<file path="src/rtl/mem_port_arbiter_if.sv">
// Line-wide memory request/response bundle, used for both requester ports and the memory port.
interface mem_port_arbiter_if #(
  parameter int ADDR_W = 26,
  parameter int DATA_W = 128
);
  logic [ADDR_W-1:0] addr;
  logic              read;
  logic              write;
  logic [DATA_W-1:0] writedata;
  logic [DATA_W-1:0] readdata;
  logic              readdata_valid;
  logic              waitrequest;

  modport master (
    output addr, read, write, writedata,
    input  readdata, readdata_valid, waitrequest
  );

  modport slave (
    input  addr, read, write, writedata,
    output readdata, readdata_valid, waitrequest
  );
endinterface

</file>
<file path="src/rtl/mem_port_arbiter.sv">
// Round-robin arbiter for the shared line-wide memory port (port 0 = I-cache, port 1 = D-cache).
// state | meaning
// IDLE  | no transaction; arbitrate and latch the winning command
// CMD   | command driven to memory until accepted
// RESP  | read accepted; waiting for read data
module mem_port_arbiter #(
  parameter int ADDR_W = 26,
  parameter int DATA_W = 128,
  parameter int CNT_W  = 32
) (
  input  logic               clk,
  input  logic               rst,
  mem_port_arbiter_if.slave  p0,
  mem_port_arbiter_if.slave  p1,
  mem_port_arbiter_if.master m,
  output logic               busy,
  output logic [CNT_W-1:0]   cnt_grant0,
  output logic [CNT_W-1:0]   cnt_grant1
);

  typedef enum logic [1:0] {IDLE, CMD, RESP} state_t;

  state_t            state;
  logic              last_grant;
  logic              grant;
  logic              kind_wr;
  logic              req0;
  logic              req1;
  logic              pick;
  logic              sel_wr;
  logic [ADDR_W-1:0] sel_addr;
  logic [DATA_W-1:0] sel_wdata;
  logic              rd_done;
  logic              wr_done;
  logic              done;

  assign req0      = p0.read | p0.write;
  assign req1      = p1.read | p1.write;
  assign pick      = (req0 & req1) ? ~last_grant : req1;
  assign sel_wr    = pick ? p1.write     : p0.write;
  assign sel_addr  = pick ? p1.addr      : p0.addr;
  assign sel_wdata = pick ? p1.writedata : p0.writedata;

  // Completion is suppressed during reset so an abandoned transaction never reports.
  assign rd_done = ~rst & ~kind_wr & m.readdata_valid &
                   ((state == RESP) | ((state == CMD) & ~m.waitrequest));
  assign wr_done = ~rst & kind_wr & (state == CMD) & ~m.waitrequest;
  assign done    = rd_done | wr_done;

  assign p0.readdata       = m.readdata;
  assign p1.readdata       = m.readdata;
  assign p0.readdata_valid = rd_done & ~grant;
  assign p1.readdata_valid = rd_done & grant;
  assign p0.waitrequest    = req0 & ~(done & ~grant);
  assign p1.waitrequest    = req1 & ~(done & grant);

  always_ff @(posedge clk) begin
    if (rst) begin
      state       <= IDLE;
      busy        <= 1'b0;
      m.read      <= 1'b0;
      m.write     <= 1'b0;
      m.addr      <= '0;
      m.writedata <= '0;
      cnt_grant0  <= '0;
      cnt_grant1  <= '0;
      last_grant  <= 1'b1;
      grant       <= 1'b0;
      kind_wr     <= 1'b0;
    end else begin
      case (state)
        IDLE: begin
          if (req0 | req1) begin
            grant       <= pick;
            last_grant  <= pick;
            kind_wr     <= sel_wr;
            m.addr      <= sel_addr;
            m.writedata <= sel_wdata;
            m.read      <= ~sel_wr;
            m.write     <= sel_wr;
            busy        <= 1'b1;
            state       <= CMD;
            if (pick) cnt_grant1 <= cnt_grant1 + CNT_W'(1);
            else      cnt_grant0 <= cnt_grant0 + CNT_W'(1);
          end
        end
        CMD: begin
          if (!m.waitrequest) begin
            m.read  <= 1'b0;
            m.write <= 1'b0;
            if (kind_wr || m.readdata_valid) begin
              busy  <= 1'b0;
              state <= IDLE;
            end else begin
              state <= RESP;
            end
          end
        end
        RESP: begin
          if (m.readdata_valid) begin
            busy  <= 1'b0;
            state <= IDLE;
          end
        end
        default: begin
          busy    <= 1'b0;
          m.read  <= 1'b0;
          m.write <= 1'b0;
          state   <= IDLE;
        end
      endcase
    end
  end

endmodule
</file>
<file path="src/flat_wrapper.sv">
// flat-port wrapper written by rule: the top's interface ports become plain ports
module mem_port_arbiter_flat 
#(
  parameter int ADDR_W = 26,
  parameter int DATA_W = 128,
  parameter int CNT_W  = 32
)
  (clk, rst, busy, cnt_grant0, cnt_grant1, p0_addr, p0_read, p0_write, p0_writedata, p0_readdata, p0_readdata_valid, p0_waitrequest, p1_addr, p1_read, p1_write, p1_writedata, p1_readdata, p1_readdata_valid, p1_waitrequest, m_addr, m_read, m_write, m_writedata, m_readdata, m_readdata_valid, m_waitrequest);
  mem_port_arbiter_if #(.ADDR_W(ADDR_W), .DATA_W(DATA_W)) p0_i ();
  mem_port_arbiter_if #(.ADDR_W(ADDR_W), .DATA_W(DATA_W)) p1_i ();
  mem_port_arbiter_if #(.ADDR_W(ADDR_W), .DATA_W(DATA_W)) m_i ();
  input  logic clk;
  input  logic rst;
  output logic busy;
  output logic [CNT_W-1:0] cnt_grant0;
  output logic [CNT_W-1:0] cnt_grant1;
  input wire logic [$bits(p0_i.addr)-1:0] p0_addr;
  input wire logic [$bits(p0_i.read)-1:0] p0_read;
  input wire logic [$bits(p0_i.write)-1:0] p0_write;
  input wire logic [$bits(p0_i.writedata)-1:0] p0_writedata;
  output wire logic [$bits(p0_i.readdata)-1:0] p0_readdata;
  output wire logic [$bits(p0_i.readdata_valid)-1:0] p0_readdata_valid;
  output wire logic [$bits(p0_i.waitrequest)-1:0] p0_waitrequest;
  input wire logic [$bits(p1_i.addr)-1:0] p1_addr;
  input wire logic [$bits(p1_i.read)-1:0] p1_read;
  input wire logic [$bits(p1_i.write)-1:0] p1_write;
  input wire logic [$bits(p1_i.writedata)-1:0] p1_writedata;
  output wire logic [$bits(p1_i.readdata)-1:0] p1_readdata;
  output wire logic [$bits(p1_i.readdata_valid)-1:0] p1_readdata_valid;
  output wire logic [$bits(p1_i.waitrequest)-1:0] p1_waitrequest;
  output wire logic [$bits(m_i.addr)-1:0] m_addr;
  output wire logic [$bits(m_i.read)-1:0] m_read;
  output wire logic [$bits(m_i.write)-1:0] m_write;
  output wire logic [$bits(m_i.writedata)-1:0] m_writedata;
  input wire logic [$bits(m_i.readdata)-1:0] m_readdata;
  input wire logic [$bits(m_i.readdata_valid)-1:0] m_readdata_valid;
  input wire logic [$bits(m_i.waitrequest)-1:0] m_waitrequest;
  assign p0_i.addr = p0_addr;
  assign p0_i.read = p0_read;
  assign p0_i.write = p0_write;
  assign p0_i.writedata = p0_writedata;
  assign p0_readdata = p0_i.readdata;
  assign p0_readdata_valid = p0_i.readdata_valid;
  assign p0_waitrequest = p0_i.waitrequest;
  assign p1_i.addr = p1_addr;
  assign p1_i.read = p1_read;
  assign p1_i.write = p1_write;
  assign p1_i.writedata = p1_writedata;
  assign p1_readdata = p1_i.readdata;
  assign p1_readdata_valid = p1_i.readdata_valid;
  assign p1_waitrequest = p1_i.waitrequest;
  assign m_addr = m_i.addr;
  assign m_read = m_i.read;
  assign m_write = m_i.write;
  assign m_writedata = m_i.writedata;
  assign m_i.readdata = m_readdata;
  assign m_i.readdata_valid = m_readdata_valid;
  assign m_i.waitrequest = m_waitrequest;
  mem_port_arbiter #(.ADDR_W(ADDR_W), .DATA_W(DATA_W), .CNT_W(CNT_W)) u_core (.clk(clk), .rst(rst), .p0(p0_i), .p1(p1_i), .m(m_i), .busy(busy), .cnt_grant0(cnt_grant0), .cnt_grant1(cnt_grant1));
endmodule
</file>
<file path="config.mk">
export PLATFORM = sky130hd
export DESIGN_NAME = mem_port_arbiter_flat
export DESIGN_NICKNAME = d
export VERILOG_FILES = /design/src/rtl/mem_port_arbiter_if.sv /design/src/rtl/mem_port_arbiter.sv /design/src/flat_wrapper.sv
export SDC_FILE = /design/constraint.sdc
export NUM_CORES = 1
export LEC_CHECK = 0
export ABC_AREA = 1
export BUFFER_PORTS_ARGS = -buffer_cell sky130_fd_sc_hd__buf_2
export CAP_MARGIN = 20
export CORE_AREA = 2 2 356 358
export CTS_BUF_LIST = sky130_fd_sc_hd__clkbuf_4 sky130_fd_sc_hd__clkbuf_8
export DETAILED_ROUTE_END_ITERATION = 8
export DIE_AREA = 0 0 358 360
export PLACE_DENSITY_LB_ADDON = 0.2
export SLEW_MARGIN = 20
export SYNTH_ARGS = -nofsm -noshare
export SYNTH_HDL_FRONTEND = slang
export SYNTH_SLANG_ARGS = --single-unit
</file>
<file path="constraint.sdc">
create_clock -name clk -period 4.54 [get_ports clk]
set_input_delay 0.227 -clock clk [delete_from_list [all_inputs] [get_ports clk]]
set_output_delay 0.227 -clock clk [all_outputs]
set_load 0.03 [all_outputs]
</file>
==> results.md <==
* Status: completed
* Post-Syn Nets at 2165
* Fin area at 18800 µm²
* Final Cycle Share at roughly two thirds
* Register area share after synthesis at 37.6%
* Met1 Use GR at about a tenth
* Initial antenna violation count at 17
* Synth top cells by count: nand2_1, buf_4, dfxtp_1, a31oi_1, nor2_1
* Vias in the first global route at about 14000
* Yosys Warn Count at 0
* Root Buffer: clkbuf_8
* Routability Congestion at 0.762
* Async SR Flop Fraction at 0%
* Filler instances at 14561
* Nets at approximately 2800
* CTS H-tree lvls at 2
* Setup violators final at 0
* Synth top area cells: dfxtp_1, nand2_1, buf_4
* Vias/cell at between 3 and 4
* Drt first pass iters at 4
* Max VDD drop at 0.205 mV
* First-pass GRT wire length at 89900 µm
* Leak pwr at 8.27 nW
* Hold Startpoint: p0_read
* Crit path DAT at approximately 3700 ps
* Largest net degree at the start of global routing at 94
* Clock latency at the later pin of the worst-skew pair at 680 ps
* Clock sinks at 226
* Mapped Avg Cell Area at 6.99 µm²
* RSZ-0062 raised after global routing: no
* Met2 Use GR at 14.8%
* Die Y at 360 µm
* Crit path max fanout at 68
* Pre-CTS setup slack at 1850 ps
* Total design power at approximately 6.4 mW
* Starting density of the core at about a tenth
* Multi-input combinational cell area at about 4800 µm²
* # IOs at 925
* Max Slew Vio Count at 0
* Grt peak-use layer: met2
* Clock slew at reported path FFs at 60 ps
* Die footprint at 129000 µm²
* Post-DP Area at roughly 15000 µm²
* Synth Cell Area at 12000 µm²
* Synth area leader: dfxtp_1
* GRT Total Usage at under 10%
* Worst path required time at 5160 ps
* Worst Setup Slack, final at 1420 ps
* GR met3 Demand/Resource at 4.20%
* Clk_skew at 34.3 ps
* Top cell type's share of synthesized area at 37.6%
* DRC errors left at 0
* Row cnt at 130
* CTS tree: yes
* Worst setup path category: flip-flop to flip-flop
* Post-Synthesis Cells at 1719
* Post-synth EDFFs at 0
* Cts bufs inserted at 50
* Ys flop type: dfxtp_1
* Sequential cell area at around 4500 µm²
* Final hold violation count at 0
* Worst hold path class: input port to flip-flop
* Post-CTS setup buffer count at 0
* Worst setup EP type: flip-flop
* Iter 0 DRT Violations at roughly 540
* CP Launch Type: flip-flop
* Most frequent cell after synthesis: nand2_1
* CP startpoint: u_core.state[1]$_SDFFE_PP0P_
* PwrDens at 339 nW/µm²
* Post-route ant nets at 0
* Synth-to-layout area growth at 56.3%
* Slew @ Worst Pin at 780 ps
* Via count at 13199
* HPWL after DPL at 47000 µm
* Layout cell share with drive strength beyond 1 at 28.1%
* Setup_tns at 0 ps
* Max-cap violations at 0
* WL/cell at around 16 µm
* Core ar. at 125000 µm²
* Die width at about 360 µm
* Routed wire length at between 60000 and 70000 µm
* Deepest clock path buffer count at 3
* Final core utilization at 15.0%
* Netlist cell types at 36
* Crit Reg-Reg Startpoint: u_core.state[1]$_SDFFE_PP0P_
* IO buf count at between 500 and 600
* Remaining Overflow, GRT at 0
* Slew HR at a little under half
* Max Freq at 0.321 GHz
* Register bit total from synthesis at 226
* Tmin final at 3120 ps
power by group:
group          leakage [nW]  switching, mW  internal, mW
registers              1.85         0.0961          2.16
clock network         0.544           1.07          1.34
logic                  5.88           1.03         0.668
total                  8.27           2.19          4.17
cell usage in the layout (no fill, tap or decap), types with 2 or more instances in the layout:
master and n:
diode_2 4, ha_1 2, nor2_4 6, dlygate4sd3_1 314, nand3_1 51, buf_12 4
nor3b_1 4, a21o_1 2, inv_6 3, inv_1 91, o21ai_0 16, buf_4 12
xnor2_1 3, nor2_2 2, o21ai_1 2, nand4_1 20, buf_2 539, clkbuf_4 24
a21oi_1 27, clkbuf_8 58, nor3_1 19, a31oi_1 156, dfxtp_1 226, xor2_1 6
nor2_1 129, o211ai_1 2, and3_1 3, clkinv_2 2, nand2_1 605
repair_timing:
item | 4_1_cts | 5_1_grt
hold buffers | 314 | 0
resized for setup | 0 | 0
hold endpoints to repair | 160 | 0
flip-flops by register name, indices dropped and copies added, names as in the netlist:
register            flops
u_core.grant            1
u_core.cnt_grant1      32
u_core.cnt_grant0      32
u_core.m.write          1
u_core.m.read           1
u_core.busy             1
u_core.state            2
u_core.m.writedata    128
u_core.last_grant       1
u_core.m.addr          26
u_core.kind_wr          1
worst max-delay path, stage by stage (launching register included):
cell           delay (ps)
dfxtp_1               340
nor2_4                240
nand2_8               340
nor2_4                620
buf_12                310
buf_4                 270
nand2_1                70
a31oi_1               160
dlygate4sd3_1         580
cells by family (layout without fill, tap and decap cells):
family	Yosys count	in the layout	share of synthesized area, %
buf+inv	428	1050	22.6
xor+xnor	9	9	0.656
other cells	0	4	0
compound gates	211	211	10.7
simple gates	843	843	28.2
flops	226	226	37.6
fa+ha+maj	2	2	0.208
metal layers:
layer	part of all wire, %	vias to the layer above
met2	44	525
met1	39	5991
met3	11	215
met4	6.5	2
li1	-	6466
met5	0.019	-
worst paths after layout:
kind / endpoint / slack (ps) / cells after the start
hold / removal: u_core.m.write$_SDFFE_PP0P_ / 130 / 6
hold reg to reg: u_core.m.read$_SDFFE_PP0P_ / 480 / 2
setup / recovery: u_core.m.addr[1]$_SDFFE_PP0P_ / 1420 / 8
setup reg to reg: u_core.m.addr[1]$_SDFFE_PP0P_ / 1420 / 8
through the flow:
stage,hold slack [ps],std cells
2_1_floorplan,384,1719
3_3_place_gp,454,3591
3_5_place_dp,454,3591
4_1_cts,30.8,3991
5_1_grt,99.4,3992
6_report,133,3995
layout make-up:
cell class,count,share of cell area [%]
Clock inverter,4,0.147
Inverter,94,1.91
Antenna cell,4,0.0533
Multi-Input combinational cell,1065,25.5
Tap cell,1650,11.0
Sequential cell,226,24.1
Clock buffer,82,5.21
Timing Repair Buffer,870,32.1
(Power assumes the default switching activity.)
